--- src/rtl/booth_sequencer.sv ---
// Sequential signed radix-2 Booth multiplier: one add/subtract/shift step per clock,
// with the product captured into hi/lo output registers alongside a one-cycle done pulse.
module booth_sequencer #(
    parameter int WORD_SIZE = 32
) (
    input  logic                 clk,
    input  logic                 clr,
    input  logic                 start,
    input  logic [WORD_SIZE-1:0] multiplicand,
    input  logic [WORD_SIZE-1:0] multiplier,
    output logic                 busy,
    output logic                 done,
    output logic [WORD_SIZE-1:0] hi,
    output logic [WORD_SIZE-1:0] lo
);

    localparam int CW = $clog2(WORD_SIZE) + 1;

    typedef enum logic [1:0] {
        IDLE,
        ITER,
        DONE
    } state_t;

    state_t state, state_next;

    logic [WORD_SIZE-1:0] m_reg;
    logic [WORD_SIZE-1:0] q_reg;
    logic [WORD_SIZE:0]   a_reg;
    logic                 q_1;
    logic [CW-1:0]        count;

    logic [WORD_SIZE:0]   m_ext;
    logic [WORD_SIZE:0]   a_sum;
    logic [WORD_SIZE:0]   a_shift;
    logic [WORD_SIZE-1:0] q_shift;
    logic                 last_iter;

    // One extra accumulator bit keeps A - M safe even for the most-negative M.
    assign m_ext     = {m_reg[WORD_SIZE-1], m_reg};
    assign last_iter = (count == CW'(WORD_SIZE - 1));

    always_comb begin
        a_sum = a_reg;
        case ({q_reg[0], q_1})
            2'b10:   a_sum = a_reg - m_ext;
            2'b01:   a_sum = a_reg + m_ext;
            default: a_sum = a_reg;
        endcase
        a_shift = {a_sum[WORD_SIZE], a_sum[WORD_SIZE:1]};
        q_shift = {a_sum[0], q_reg[WORD_SIZE-1:1]};
    end

    always_ff @(posedge clk) begin
        if (clr) begin
            state <= IDLE;
        end else begin
            state <= state_next;
        end
    end

    always_comb begin
        state_next = state;
        busy       = 1'b0;
        done       = 1'b0;
        case (state)
            IDLE: begin
                if (start) begin
                    state_next = ITER;
                end
            end
            ITER: begin
                busy = 1'b1;
                if (last_iter) begin
                    state_next = DONE;
                end
            end
            DONE: begin
                done       = 1'b1;
                state_next = IDLE;
            end
            default: state_next = IDLE;
        endcase
    end

    always_ff @(posedge clk) begin
        if (clr) begin
            m_reg <= '0;
            q_reg <= '0;
            a_reg <= '0;
            q_1   <= 1'b0;
            count <= '0;
            hi    <= '0;
            lo    <= '0;
        end else begin
            case (state)
                IDLE: begin
                    if (start) begin
                        m_reg <= multiplicand;
                        q_reg <= multiplier;
                        a_reg <= '0;
                        q_1   <= 1'b0;
                        count <= '0;
                    end
                end
                ITER: begin
                    a_reg <= a_shift;
                    q_reg <= q_shift;
                    q_1   <= q_reg[0];
                    count <= count + 1'b1;
                    // The last step's shifted result is the finished product.
                    if (last_iter) begin
                        hi <= a_shift[WORD_SIZE-1:0];
                        lo <= q_shift;
                    end
                end
                default: ;
            endcase
        end
    end

endmodule
--- config.mk ---
export PLATFORM = sky130hd
export DESIGN_NAME = booth_sequencer
export DESIGN_NICKNAME = d
export VERILOG_FILES = /design/src/rtl/booth_sequencer.sv
export SDC_FILE = /design/constraint.sdc
export NUM_CORES = 1
export LEC_CHECK = 0
export CAP_MARGIN = 20
export CELL_PAD_IN_SITES_DETAIL_PLACEMENT = 1
export CELL_PAD_IN_SITES_GLOBAL_PLACEMENT = 1
export CORE_MARGIN = 5
export CORE_UTILIZATION = 40
export CTS_BUF_LIST = sky130_fd_sc_hd__clkbuf_8 sky130_fd_sc_hd__clkbuf_16
export CTS_CLUSTER_SIZE = 16
export DETAILED_ROUTE_END_ITERATION = 10
export PLACE_DENSITY = 0.91
export REMOVE_ABC_BUFFERS = 1
export SETUP_SLACK_MARGIN = 0.05
export SLEW_MARGIN = 20
export SYNTH_ARGS = -nofsm -noshare
export SYNTH_HDL_FRONTEND = slang
export SYNTH_SLANG_ARGS = --single-unit
--- constraint.sdc ---
create_clock -name clk -period 4.9 [get_ports clk]
set_clock_uncertainty 0.2 [all_clocks]
set_input_delay 0.98 -clock clk [delete_from_list [all_inputs] [get_ports clk]]
set_output_delay 0.98 -clock clk [all_outputs]
set_load 0.05 [all_outputs]
==> results.sh, run 1 <==
export IMPL_hold_path_class="flop to flop"
export IMPL_synth_simple_area_share=0.227
export IMPL_cts_hold_buffers=0
export IMPL_synth_top_flop_cell="dfxtp_1"
export IMPL_drive_gt1_frac=0.0545
export IMPL_postSynth_asyncResetShare=0
export IMPL_rsz0062_at_grt="no"
export IMPL_port_buffer_count=132
export IMPL_row_count=54
export IMPL_total_power_mw=3.91
export IMPL_clock_latency_ps=440
export IMPL_crit_fanout=5
export IMPL_grt_pass1_vias=9338
export IMPL_netlist_instances=1187
export IMPL_area_delta_synth_final_pct=23.4
export IMPL_layout_cells_non_filler=1566
export IMPL_cts_setup_buffers=0
export IMPL_cts_buffer_depth=2
export IMPL_dp_cells=1533
export IMPL_finalWeightedCongestion=0.893
export IMPL_post_route_period_util=0.898
export IMPL_yosys_area_top_type_share=0.380
export IMPL_synthAdderAreaFrac=0.0514
export IMPL_dp_hpwl_mm=20.0
export IMPL_clk_pin_slew_ps=70
export IMPL_fin_nets=1375
export IMPL_yosysMostFrequentCell="nand2_1"
export IMPL_fillCellCount=2722
export IMPL_routed_via_count=8967
export IMPL_power_density_mw_per_mm2=356
export IMPL_drv_slew=0
export IMPL_worstMarginPinSlew_ps=887
export IMPL_cts_tree="done"
export IMPL_grt_overflow_total=0
export IMPL_ctsResizeCount=0
export IMPL_die_x_um=159
export IMPL_synth_area_mm2=0.00890
export IMPL_drt_wl_total_mm=29.3
export IMPL_core_mm2=0.0219
export IMPL_yosysWarningCount=0
export IMPL_outcome="complete, no violations"
export IMPL_synth_seq_cells=169
export IMPL_startpoint_type="flop"
export IMPL_cts_buffers=17
export IMPL_dr_pass1_iters=5
export IMPL_max_freq_mhz=227
export IMPL_setup_violations=0
export IMPL_start_util=0.407
export IMPL_drc_errors=0
export IMPL_synth_top_area_cell="dfxtp_1"
export IMPL_antenna_found_initial=1
export IMPL_grt_usage=0.223
export IMPL_grt_start_max_net_pins=63
export IMPL_synth_compound_area_frac=0.227
export IMPL_fin_setup_tns_ps=0
export IMPL_synth_edff_count=0
export IMPL_ir_drop_mv=0.216
export IMPL_muxShareOfSynthArea=0.0174
export IMPL_synth_avg_cell_area_um2=7.50
export IMPL_cp_data_required_time_ps=5060
export IMPL_cts_sinks=169
export IMPL_wl_per_cell_um=18.7
export IMPL_synth_top_family_by_area="compound AO/OA/AOI/OAI gates"
export IMPL_die_y_um=159
export IMPL_r2r_cells=17
export IMPL_drv_cap=0
export IMPL_yosysSeqAreaShare=0.380
export IMPL_avgViaCountPerCell=5.73
export IMPL_p_leak_nw=4.22
export IMPL_slew_headroom=0.406
export IMPL_finalWorstSetupSlack_ps=497
export IMPL_layout_min_cycle_time_ps=4400
export IMPL_ys_top_cells_by_area="dfxtp_1 (38%), a21oi_1 (8.9%), nand2_1 (8.3%)"
export IMPL_final_antenna_net_count=0
export IMPL_die_area_mm2=0.0253
export IMPL_htreeDepth=4
export IMPL_holdPathStages=2
export IMPL_cts_root_buf="clkbuf_16"
export IMPL_ys_types=61
export IMPL_multi_input_area_mm2=0.00516
export IMPL_drtIter0Drc=444
export IMPL_grt_pass1_wl_mm=47.4
export IMPL_hold_viol=0
export IMPL_crit_path_end_kind="flop"
export IMPL_critPathArrivalTime_ps=4560
export IMPL_path_class="flop to flop"
export IMPL_regArea_mm2=0.00338
export IMPL_synthXorXnorAreaFrac=0.0551
export IMPL_ys_top_cells_by_count="nand2_1 (196), dfxtp_1 (169), a21oi_1 (159)"
export IMPL_pin_count=133
export IMPL_place_ws_ps=616
[critical path, stage by stage (launching register included)]
cell	delay, ps
dfxtp_1	360
or4_4	560
nor4_4	220
and3_2	310
nand2_1	80
nor2_1	220
buf_4	180
a21oi_1	90
xor2_1	170
ha_1	360
a21o_1	210
a21o_1	190
a21oi_1	200
nand3_1	90
o21ai_1	180
xnor2_1	140
or4_1	420
a21oi_1	150
[layer usage]
metal,GRT usage,share of wire,vias up
met4,0.0713,0.023,0
met1,0.274,0.44,4419
met5,0,0,-
met2,0.400,0.50,186
li1,-,-,4310
met3,0.0318,0.037,52
[per-stage QoR]
step                 util  hold slack [ps]  cell area, um2
floorplan               -              226            8580
global placement    0.475              242           10400
detailed placement  0.475              247           10400
CTS                 0.502              257           11000
global route        0.502              272           11000
finish              0.502              256           11000
[power breakdown]
group          leakage [nW]  switching, mW  total, mW  internal [mW]
Combinational          2.55          0.651       1.06          0.411
Sequential             1.38         0.0600       1.49           1.43
Clock                 0.293          0.622       1.35          0.729
[kinds of logic after synthesis]
group | count (synthesis)
AOI/OAI and AO/OA | 344
and+or+nand+nor | 467
muxes | 15
DFF | 169
xor gates and xnor gates | 56
buffers and inverters | 100
adders and majority gates | 36
[cell usage in the layout (no fill, tap or decap), types with 6 or more instances in the layout]
| cell | netlist | layout |
|---|---|---|
| a211oi_1 | 18 | 18 |
| a21o_1 | 22 | 22 |
| a21oi_1 | 159 | 159 |
| a22oi_1 | 12 | 12 |
| a31oi_1 | 15 | 15 |
| a32oi_1 | 6 | 6 |
| and2_1 | 6 | 6 |
| buf_4 | 0 | 20 |
| clkbuf_16 | 0 | 17 |
| clkdlybuf4s50_1 | 0 | 131 |
| dfxtp_1 | 169 | 169 |
| ha_1 | 35 | 35 |
| inv_1 | 14 | 14 |
| mux2i_1 | 11 | 11 |
| nand2_1 | 196 | 195 |
| nand3_1 | 22 | 22 |
| nand4_1 | 7 | 7 |
| nor2_1 | 145 | 145 |
| nor3_1 | 53 | 52 |
| nor4_1 | 7 | 7 |
| o211ai_1 | 8 | 8 |
| o21ai_0 | 70 | 70 |
| xnor2_1 | 22 | 22 |
| xor2_1 | 34 | 34 |
[worst paths after layout]
check | start | slack (ps) | end
min reg2reg | lo[17] | 260 | lo[17]
min | lo[17] | 260 | lo[17]
max reg2reg | m_reg[7] | 500 | a_reg[31]
max | m_reg[7] | 500 | a_reg[31]
[layout make-up]
class                      instances  share of cell area
antenna                            1            0.000228
clock buffer                      18              0.0400
clock inverter                    14              0.0128
inverter                          15             0.00512
multi-input combinational        918               0.469
sequential                       169               0.308
tap                              280              0.0319
timing repair buffer             151               0.133
Power figures use the tool's default switching activity.
==> run 2: changes to the inputs <==
--- a/config.mk
+++ b/config.mk
@@ -5,18 +5,18 @@
 export SDC_FILE = /design/constraint.sdc
 export NUM_CORES = 1
 export LEC_CHECK = 0
+export ABC_AREA = 1
 export CAP_MARGIN = 20
 export CELL_PAD_IN_SITES_DETAIL_PLACEMENT = 1
 export CELL_PAD_IN_SITES_GLOBAL_PLACEMENT = 1
 export CORE_MARGIN = 5
 export CORE_UTILIZATION = 40
 export CTS_BUF_LIST = sky130_fd_sc_hd__clkbuf_8 sky130_fd_sc_hd__clkbuf_16
-export CTS_CLUSTER_SIZE = 16
+export CTS_CLUSTER_SIZE = 28
 export DETAILED_ROUTE_END_ITERATION = 10
 export PLACE_DENSITY = 0.91
 export REMOVE_ABC_BUFFERS = 1
 export SETUP_SLACK_MARGIN = 0.05
-export SLEW_MARGIN = 20
 export SYNTH_ARGS = -nofsm -noshare
 export SYNTH_HDL_FRONTEND = slang
 export SYNTH_SLANG_ARGS = --single-unit
==> run 2 against run 1 <==
Combinational power is 17% higher. Sequential power about the same. Wire length up 7.2%. Cell count is 9.3% higher. Fmax grew 7.7%. Utilization decreased by 0.068 points. Sequential cell count unchanged. Clock-buffer cell count shrank 1. Critical path depth up 6. Non-clock buffer count down 8. Setup slack improved by 310 ps. Total power grew 6.5%. Largest cell class unchanged. Largest power group unchanged. Highest routed layer unchanged.
==> results.sh, run 2 <==
export IMPL_dpl_cell_area_mm2=0.0107
export IMPL_start_util=0.407
export IMPL_fin_setup_tns_ps=0
export IMPL_path_class="flop to flop"
export IMPL_yosys_area_top_type_share=0.366
export IMPL_routed_via_count=9325
export IMPL_power_density_mw_per_mm2=365
export IMPL_ys_types=49
export IMPL_layout_common_cells="nand2_1 (258), dfxtp_1 (169), inv_1 (156)"
export IMPL_drc_errors=0
export IMPL_finalWorstSetupSlack_ps=812
export IMPL_drv_cap=0
export IMPL_slew_headroom=0.268
export IMPL_post_route_period_util=0.834
export IMPL_dp_hpwl_mm=22.8
export IMPL_htreeDepth=4
export IMPL_cts_tree="done"
export IMPL_dr_pass1_iters=7
export IMPL_postSynth_asyncResetShare=0
export IMPL_crit_fanout=20
export IMPL_cts_setup_buffers=0
export IMPL_die_y_um=162
export IMPL_yosysWarningCount=0
export IMPL_area_delta_synth_final_pct=23.2
export IMPL_cp_top_family="simple AND/OR/NAND/NOR gates"
export IMPL_synth_top_flop_cell="dfxtp_1"
export IMPL_rsz0062_at_grt="no"
export IMPL_synth_seq_cells=169
export IMPL_layout_min_cycle_time_ps=4090
export IMPL_cts_sinks=169
export IMPL_critPathArrivalTime_ps=4220
export IMPL_fin_nets=1517
export IMPL_drive_gt1_frac=0.0834
export IMPL_finalInstanceArea_mm2=0.0114
export IMPL_yosysMostFrequentCell="nand2_1"
export IMPL_p_leak_nw=5.34
export IMPL_ys_top_cells_by_area="dfxtp_1 (37%), nand2_1 (11%), inv_1 (6.3%)"
export IMPL_drv_slew=0
export IMPL_crit_path_top_delay_cell="ha_1"
export IMPL_path_common_cell="nand2_1"
export IMPL_grt_pass1_wl_mm=50.4
export IMPL_wl_per_cell_um=18.4
export IMPL_ctsResizeCount=0
export IMPL_ir_drop_mv=0.244
export IMPL_place_ws_ps=887
export IMPL_layout_commonest_cell="nand2_1"
export IMPL_port_buffer_count=132
export IMPL_startpoint_type="flop"
export IMPL_hold_path_class="flop to flop"
export IMPL_cp_data_required_time_ps=5030
export IMPL_total_power_mw=4.16
export IMPL_setup_violations=0
export IMPL_crit_chain="inv_1, ha_1, inv_1, nand2_1, nand2_1, a21oi_2, nand2_1, xor2_1, ha_1, nand2_1, inv_1, nand2_1, nand2_1, nand2_1, nand2_1, a21oi_1, nand2_1, nand2_1, nand3_1, nand2_1, nand2_1, o21bai_1, inv_1"
export IMPL_cts_hold_buffers=0
export IMPL_antenna_found_initial=0
export IMPL_pin_count=133
export IMPL_die_area_mm2=0.0262
export IMPL_worstMarginPinSlew_ps=1100
export IMPL_synth_avg_cell_area_um2=7.04
export IMPL_grt_pass1_vias=9821
export IMPL_hold_viol=0
export IMPL_avgViaCountPerCell=5.45
export IMPL_cts_buffers=17
export IMPL_max_freq_mhz=245
export IMPL_drtIter0Drc=526
export IMPL_outcome="complete, no violations"
export IMPL_diodes=0
export IMPL_synth_edff_count=0
export IMPL_whs_ps=271
export IMPL_slowest_delay_ps=510
export IMPL_critPathBufInv=4
export IMPL_synth_top_area_cell="dfxtp_1"
export IMPL_grt_start_max_net_pins=80
export IMPL_crit_path_end_kind="flop"
export IMPL_yosysSeqAreaShare=0.366
export IMPL_finalWeightedCongestion=0.917
export IMPL_ys_top_cells_by_count="nand2_1 (259), dfxtp_1 (169), inv_1 (156)"
export IMPL_clock_latency_ps=450
export IMPL_row_count=55
export IMPL_cts_buffer_depth=2
export IMPL_clk_pin_slew_ps=70
export IMPL_grt_overflow_total=0
export IMPL_cts_root_buf="clkbuf_16"
export IMPL_core_mm2=0.0227
export IMPL_netlist_instances=1313
export IMPL_grt_usage=0.235
export IMPL_final_antenna_net_count=0
export IMPL_drt_wl_total_mm=31.4
export IMPL_synth_area_mm2=0.00924
export IMPL_die_x_um=162
-- run 2: kinds of logic (layout without fill, tap and decap cells) --
family | Yosys count | after routing | synth area share
simple gates | 539 | 539 | 0.251
fa+ha+maj | 36 | 36 | 0.0496
compound gates | 309 | 309 | 0.204
flops | 169 | 169 | 0.366
mux | 1 | 1 | 0.00108
xor+xnor | 36 | 36 | 0.0341
buf+inv | 223 | 337 | 0.0944
-- run 2: final timing paths --
check	to	slack (ps)	from	cells after the start
max reg2reg	hi[31]	810	q_reg[0]	23
min	hi[22]	270	hi[22]	2
min reg2reg	hi[22]	270	hi[22]	2
max	hi[31]	810	q_reg[0]	23
-- run 2: worst register-to-register path: cells and delay by family (launching register included) --
kind / cells / cell delay, ps
simple gates: 13 / 1290
fa+ha+maj: 2 / 840
buf+inv: 4 / 660
compound gates: 3 / 460
flops: 1 / 320
xor+xnor: 1 / 230
-- run 2: power by group --
group	leakage, nW	internal, mW	switching [mW]	total (mW)
Combinational	3.66	0.424	0.813	1.24
Clock	0.299	0.699	0.701	1.40
Sequential	1.38	1.45	0.0701	1.52
Total	5.34	2.57	1.58	4.16
-- run 2: area by class of cell --
cell class	instances	area [um2]
Timing Repair Buffer	143	1420
Inverter	162	608
Fill cell	2900	11300
Sequential cell	169	3380
Multi-Input combinational cell	921	4990
Clock buffer	17	425
Clock inverter	15	194
Tap cell	285	357
-- run 2: layer usage --
layer / part of all wire / track usage / vias to the layer above / routed length [um]
met3: 0.063 / 0.0589 / 43 / 1980
met1: 0.44 / 0.289 / 4510 / 13700
met5: 0 / 0 / - / 0
met4: 0.018 / 0.0642 / 0 / 570
met2: 0.48 / 0.411 / 214 / 15100
li1: - / - / 4558 / -
-- run 2: through the flow --
step,cells,utilization
2_1_floorplan,1252,-
3_3_place_gp,1679,0.473
3_5_place_dp,1679,0.473
4_1_cts,1711,0.500
5_1_grt,1712,0.501
6_report,1712,0.501
==> run 3: changes to the inputs <==
==> constraint.sdc (replaced) <==
create_clock -name clk -period 4.23 [get_ports clk]
set_clock_uncertainty 0.2 [all_clocks]
set_input_delay 0.846 -clock clk [delete_from_list [all_inputs] [get_ports clk]]
set_output_delay 0.846 -clock clk [all_outputs]
set_load 0.05 [all_outputs]
==> run 3 against run 2 <==
Total power is 15% higher. Highest routed layer unchanged. Sequential cell count is the same. Worst hold slack hardly changed. Largest power group unchanged. Combinational power is 17% higher. Design area is essentially flat. Cell count up 0.12%.
==> results.sh, run 3 (same netlist as run 2, synthesis figures left out) <==
export IMPL_outcome="complete, no violations"
export IMPL_drv_slew=0
export IMPL_dp_hpwl_mm=23.1
export IMPL_worstMarginPinSlew_ps=1080
export IMPL_slew_headroom=0.277
export IMPL_seqPwrFrac=0.368
export IMPL_diodes=0
export IMPL_drt_wl_total_mm=31.6
export IMPL_post_route_period_util=0.892
export IMPL_htreeDepth=4
export IMPL_path_class="flop to flop"
export IMPL_die_y_um=162
export IMPL_layout_common_cells="nand2_1 (258), dfxtp_1 (169), inv_1 (156)"
export IMPL_cts_buffers=17
export IMPL_drtIter0Drc=575
export IMPL_dr_pass1_iters=7
export IMPL_utilization=0.502
export IMPL_layout_min_cycle_time_ps=3770
export IMPL_p_leak_nw=5.34
export IMPL_rsz0062_at_grt="no"
export IMPL_cp_top_family="simple AND/OR/NAND/NOR gates"
export IMPL_power_density_mw_per_mm2=420
export IMPL_routed_via_count=9443
export IMPL_pin_count=133
export IMPL_grt_pass1_vias=9844
export IMPL_row_count=55
export IMPL_finalWeightedCongestion=0.975
export IMPL_antenna_found_initial=0
export IMPL_drv_cap=0
export IMPL_die_area_mm2=0.0262
export IMPL_max_freq_mhz=265
export IMPL_grt_start_max_net_pins=78
export IMPL_slowest_delay_ps=460
export IMPL_crit_path_top_delay_cell="inv_1"
export IMPL_drc_errors=0
export IMPL_hold_viol=0
export IMPL_fillCellCount=2899
export IMPL_internal_power_mw=2.97
export IMPL_finalWorstSetupSlack_ps=457
export IMPL_port_buffer_count=132
export IMPL_start_util=0.407
export IMPL_fin_nets=1520
export IMPL_area_delta_synth_final_pct=23.3
export IMPL_cts_sinks=169
export IMPL_switching_share=0.379
export IMPL_crit_path_end_kind="flop"
export IMPL_startpoint_type="flop"
export IMPL_critPathArrivalTime_ps=3940
export IMPL_combPwrFrac=0.303
export IMPL_avgViaCountPerCell=5.51
export IMPL_critPathBufInv=4
export IMPL_cts_tree="done"
export IMPL_p_switching_mw=1.82
export IMPL_die_x_um=162
export IMPL_core_mm2=0.0227
export IMPL_layout_commonest_cell="nand2_1"
export IMPL_cts_buffer_depth=2
export IMPL_place_ws_ps=476
export IMPL_path_common_cell="nand2_1"
export IMPL_clkPwrFrac=0.329
export IMPL_wl_per_cell_um=18.4
export IMPL_grt_pass1_wl_mm=50.9
export IMPL_cp_data_required_time_ps=4400
export IMPL_drive_gt1_frac=0.0868
export IMPL_crit_chain="inv_1, ha_1, inv_1, o21ai_0, nand2_1, a21oi_2, nand2_1, xor2_1, ha_1, nand2_1, inv_1, nand2_1, nand2_1, nand2_1, nand2_1, inv_1, nand2_1, a21oi_1, nand2_1, nand3_1, nand2_1, nand2_1, nand2_1, a21oi_1"
export IMPL_cts_root_buf="clkbuf_16"
export IMPL_grt_overflow_total=0
export IMPL_setup_violations=0
export IMPL_crit_fanout=20
export IMPL_reg2reg_slack_ps=460
export IMPL_grt_usage=0.239
export IMPL_hold_path_class="flop to flop"
export IMPL_clock_latency_ps=440
export IMPL_final_antenna_net_count=0
export IMPL_clk_pin_slew_ps=70
export IMPL_ir_drop_mv=0.284
run 3: power groups by stage:
stage	registers, mW	clock network [mW]	logic (mW)
after global routing	1.77	1.66	1.60
after global placement	1.79	0	1.34
after detailed placement	1.80	0	1.39
final	1.76	1.58	1.45
after CTS	1.76	1.59	1.42
after floorplan	1.77	0	0.977
run 3: cell type report:
class | count | area (um2) | area share
sequential | 169 | 3380 | 0.297
clock buffer | 17 | 425 | 0.0373
inverter | 162 | 608 | 0.0534
timing repair buffer | 146 | 1460 | 0.128
multi-input combinational | 921 | 5010 | 0.440
tap | 285 | 357 | 0.0313
clock inverter | 14 | 151 | 0.0133
run 3: tightest hold or removal path: cells and delay by family, from the launching register on:
kind | cells | cell delay [ps]
flops | 1 | 310
simple gates | 2 | 120
run 3: timing repair:
action	4_1_cts	5_1_grt
hold buffers	0	0
endpoints found under the hold margin	0	0
buffers inserted	0	0
setup endpoints to repair	0	3
resized for setup	0	3
run 3: final timing paths:
kind,startpoint,endpoint,depth (start not counted)
hold reg to reg,hi[29],hi[29],2
setup reg to reg,q_reg[0],a_reg[31],24
setup / recovery,q_reg[0],a_reg[31],24
hold / removal,hi[29],hi[29],2
run 3: through the flow:
| step | std cells | power (mW) | TNS (ps) | hold slack (ps) | cell area (um2) |
|---|---|---|---|---|---|
| floorplan | 1252 | 2.74 | -15810 | 239 | 8980 |
| global placement | 1682 | 3.13 | 0 | 253 | 10800 |
| detailed placement | 1682 | 3.19 | 0 | 262 | 10800 |
| CTS | 1713 | 4.77 | 0 | 275 | 11300 |
| global route | 1714 | 5.04 | 0 | 290 | 11400 |
| finish | 1714 | 4.79 | 0 | 272 | 11400 |
run 3: routing by layer:
layer | share of wire | up-vias | GRT usage
met1 | 0.44 | 4602 | 0.301
met4 | 0.021 | 0 | 0.0715
met2 | 0.47 | 238 | 0.406
met3 | 0.064 | 43 | 0.0581
met5 | 0 | - | 0
li1 | - | 4560 | -
